## src/rtl/serializer_pkg.sv

```systemverilog
// Shared types and helpers for the bit serializer.
// Optional parity frame bit: SERIALIZER_PARITY_EN (see bit_serializer).
package serializer_pkg;

   typedef enum logic {
      IDLE  = 1'b0,
      SHIFT = 1'b1
   } state_e;

   localparam int DEFAULT_WIDTH = 16;

   function automatic int frame_len(input int width, input bit parity_en);
      return parity_en ? width + 1 : width;
   endfunction

endpackage

```

## src/rtl/ser_bit_counter.sv

```systemverilog
// Loadable down-counter with zero flag; holds at zero.
// Tracks bits remaining in the current serializer frame.
module ser_bit_counter #(
   parameter int CNT_W = 5
) (
   input  logic             clk_i,
   input  logic             rst_ni,
   input  logic             load_i,
   input  logic [CNT_W-1:0] load_val_i,
   input  logic             dec_i,
   output logic             zero_o
);

   logic [CNT_W-1:0] cnt_q, cnt_d;

   always_comb begin
      cnt_d = cnt_q;
      if (load_i) begin
         cnt_d = load_val_i;
      end else if (dec_i && (cnt_q != '0)) begin
         cnt_d = cnt_q - CNT_W'(1);
      end
   end

   always_ff @(posedge clk_i or negedge rst_ni) begin
      if (!rst_ni) begin
         cnt_q <= '0;
      end else begin
         cnt_q <= cnt_d;
      end
   end

   assign zero_o = (cnt_q == '0);

endmodule

```

## src/rtl/bit_serializer.sv

```systemverilog
// Parallel-to-serial LSB-first shifter with valid/ready load handshake.
// Define SERIALIZER_PARITY_EN to append an even-parity bit to each frame.
module bit_serializer
   import serializer_pkg::*;
#(
   parameter  int WIDTH = DEFAULT_WIDTH,
   localparam int CNT_W = $clog2(WIDTH + 1)
) (
   input  logic             Clk,
   input  logic             Rst,
   input  logic [WIDTH-1:0] Data,
   input  logic             Load,
   output logic             Ready,
   output logic             Out,
   output logic             OutValid,
   output logic             Done
);

`ifdef SERIALIZER_PARITY_EN
   localparam bit PAR_EN = 1'b1;
`else
   localparam bit PAR_EN = 1'b0;
`endif

   localparam int FRAME = frame_len(WIDTH, PAR_EN);

   state_e           state_q;
   logic [FRAME-1:0] shreg_q;
   logic [FRAME-1:0] load_word;
   logic             accept;
   logic             cnt_zero;
   logic             shifting;

`ifdef SERIALIZER_PARITY_EN
   assign load_word = {^Data, Data};
`else
   assign load_word = Data;
`endif

   assign shifting = (state_q == SHIFT);
   assign Done     = shifting && cnt_zero;
   assign Ready    = (state_q == IDLE) || Done;
   assign accept   = Load && Ready;
   assign OutValid = shifting;
   assign Out      = shifting && shreg_q[0];

   // A load in the Done cycle restarts the frame with no idle gap.
   always_ff @(posedge Clk or negedge Rst) begin
      if (!Rst) begin
         state_q <= IDLE;
         shreg_q <= '0;
      end else if (accept) begin
         state_q <= SHIFT;
         shreg_q <= load_word;
      end else if (shifting) begin
         shreg_q <= shreg_q >> 1;
         if (cnt_zero) begin
            state_q <= IDLE;
         end
      end
   end

   ser_bit_counter #(
      .CNT_W (CNT_W)
   ) u_cnt (
      .clk_i      (Clk),
      .rst_ni     (Rst),
      .load_i     (accept),
      .load_val_i (CNT_W'(FRAME - 1)),
      .dec_i      (shifting),
      .zero_o     (cnt_zero)
   );

endmodule

```

## config.mk

```make
export PLATFORM = sky130hd
export DESIGN_NAME = bit_serializer
export DESIGN_NICKNAME = d
export VERILOG_FILES = /design/src/rtl/serializer_pkg.sv /design/src/rtl/ser_bit_counter.sv /design/src/rtl/bit_serializer.sv
export SDC_FILE = /design/constraint.sdc
export NUM_CORES = 1
export LEC_CHECK = 0
export ABC_AREA = 1
export BUFFER_PORTS_ARGS = -buffer_cell sky130_fd_sc_hd__buf_4
export CORE_MARGIN = 5
export CORE_UTILIZATION = 58
export DETAILED_ROUTE_END_ITERATION = 6
export GPL_ROUTABILITY_DRIVEN = 0
export PLACE_DENSITY = 0.83
export SLEW_MARGIN = 5
export SYNTH_ARGS = -nofsm -noshare
export SYNTH_HDL_FRONTEND = slang
export SYNTH_SLANG_ARGS = --single-unit
```

## constraint.sdc

```tcl
create_clock -name Clk -period 2.9 [get_ports Clk]
set_input_delay 0.58 -clock Clk [delete_from_list [all_inputs] [get_ports Clk]]
set_output_delay 0.58 -clock Clk [all_outputs]
set_load 0.05 [all_outputs]
```

==> run summary <==
placed cell count -> 200
DRT Wirelength -> 2450 um
postcts setup bufs -> 0
RSZ-0062 raised after global routing -> no
commonest non-fill, non-tap cell in the layout -> nand2_1
die width -> 56.1 um
fin cells -> 204
final hold vios -> 0
CTS Sinks -> 22
IO Pins -> 23
# rows -> 16
peak supply drop -> 0.592 mV
Worst Path Required -> 2320 ps
Cell Pwr Density -> 855 nW/um^2
dpl ws -> 995 ps
core footprint -> 2000 um^2
nets -> 198
Mapped Area -> 1230 um^2
most frequent cells in the layout -> 37 x nand2_1, 34 x nand3_1, 24 x inv_1
global-route usage over all layers -> 18.0%
clk slew on worst S/H paths -> 130 ps
first-pass GRT wire length -> 4510 um
Vert. Die Dim -> 56.1 um
worst-path maximum fanout -> 22
Max-slew headroom -> 58.6%
max-cap viol count -> 0
DP Wirelength -> 1670 um
period utilization -> 78.4%
Worst Setup SP -> u_cnt.cnt_q[0]
Residual DRC -> 0
Fill cells -> 180
Syn Area/Cell -> 7.76 um^2
Post-DRT Antenna Nets -> 0
vias in the first global route -> 1004
Tmin final -> 2270 ps
Yosys warnings -> 0
layout cell share with drive strength beyond 1 -> 19.2%
Setup TNS Final -> 0 ps
Net Count, Synth -> 179
cts hold-fix bufs -> 0
area grow syn2layout -> 11.0%
Worst-Margin Slew -> 620 ps
Max Slew Vio Count -> 0
setup slack after layout -> 626 ps
number of CTS-inserted buffers -> 3
Syn Inst Count -> 159
Via density -> 5.11
CP Capture Type -> primary output
largest net degree at the start of global routing -> 32
sequential fraction of the synthesis area -> 44.6%
WP data arrival -> 1690 ps
CTS-repair resized insts -> 0
Root Driver -> clkbuf_4
Worst setup SP type -> flop
number of synthesized register bits -> 22
antenna cells -> 0
HP Class -> in -> async
via count -> 1042
Fin Clk Skew -> 3.07 ps
initial drt markers -> 22
drt first pass iters -> 4
f_max -> 440 MHz
CTS tree -> yes
Leak Pwr -> 0.719 nW
H-Tree Depth -> 1
status -> complete, no violations
Area after DPL -> 1330 um^2
drt wl/cell -> 12.0 um
final instance area -> 1370 um^2
worst r2r src -> u_cnt.cnt_q[0]
crit path kind -> reg -> out
Clock Latency Late Sink -> 310 ps
Distinct cells, synth -> 19
initial antenna violation count -> 0
GR Overflow Total -> 0
initial cell density of the core -> 61.6%
Final setup viols -> 0
Port Buffer Count -> 22
worst-case clock buffer depth -> 2
Die Area -> 3150 um^2
[state kept, by name, indices dropped and copies added, names as in the netlist]
signal / cells
u_cnt.cnt_q: 5
OutValid: 1
shreg_q: 16
[cells by family (layout without fill, tap and decap cells)]
group / count (synthesis) / after routing / share of synthesized area [%]
AND/OR/NAND/NOR: 99 / 99 / 36.7
flip-flops: 22 / 22 / 44.6
buffers and inverters: 33 / 51 / 15.7
XOR/XNOR: 1 / 1 / 0.710
adder cells (fa/ha/maj): 1 / 1 / 1.01
AO/OA/AOI/OAI: 3 / 3 / 1.22
[area by class of cell]
| cell class | instances | area (um^2) | area share (%) |
|---|---|---|---|
| sequential | 22 | 551 | 40.2 |
| multi-input combinational | 104 | 489 | 35.7 |
| timing repair buffer | 22 | 165 | 12.1 |
| inverter | 25 | 93.8 | 6.86 |
| clock buffer | 4 | 36.3 | 2.65 |
| tap | 27 | 33.8 | 2.47 |
[cell usage after synthesis (all sizes together)]
library cell | n | area share, %
inv | 25 | 7.6
nand4 | 1 | 0.51
nand2 | 41 | 14
ha | 1 | 1.0
xor2 | 1 | 0.71
dfrtp | 22 | 45
nand3 | 35 | 15
clkbuf | 4 | 4.5
o21ai | 2 | 0.81
buf | 4 | 3.7
a21oi | 1 | 0.41
nor2 | 22 | 7.5
[critical path: stages, from the launching register on]
cell     delay, ps
dfrtp_1        380
inv_1          100
ha_1           230
nand3_2        150
nand2_4        250
buf_4          260
[metrics by stage]
| stage | util (%) | hold WS [ps] | power (mW) |
|---|---|---|---|
| final | 68.4 | 130 | 1.17 |
| after global routing | 68.4 | 142 | 1.27 |
| after CTS | 68.4 | 136 | 1.18 |
| after detailed placement | 66.6 | 484 | 1.00 |
| after global placement | 66.6 | 478 | 0.974 |
| after floorplan | - | 284 | 0.910 |
[layer usage]
layer  vias up  global-route usage [%]  part of all wire [%]  wire, um
met5         -                       0                     0         0
met4         0                    7.12                   1.7        41
li1        525                       -                     -         -
met3         4                    4.64                   4.6       114
met1       491                    23.5                    47      1150
met2        22                    28.5                    47      1150
[report_power, final]
part / leakage (nW) / internal [mW] / switching, mW
combinational: 0.415 / 0.183 / 0.323
sequential: 0.283 / 0.420 / 0.0709
clock: 0.0210 / 0.0767 / 0.0972
total: 0.719 / 0.680 / 0.491
[final timing paths]
check,end,slack (ps),cells past startpoint
min,u_cnt.cnt_q[0],130,1
min in group Clk,shreg_q[12],510,3
max,Ready,630,5
min reg2reg,shreg_q[8],510,2
max in group asynchronous,shreg_q[3],2540,1
max reg2reg,shreg_q[14],1290,7
(Power assumes the default switching activity.)
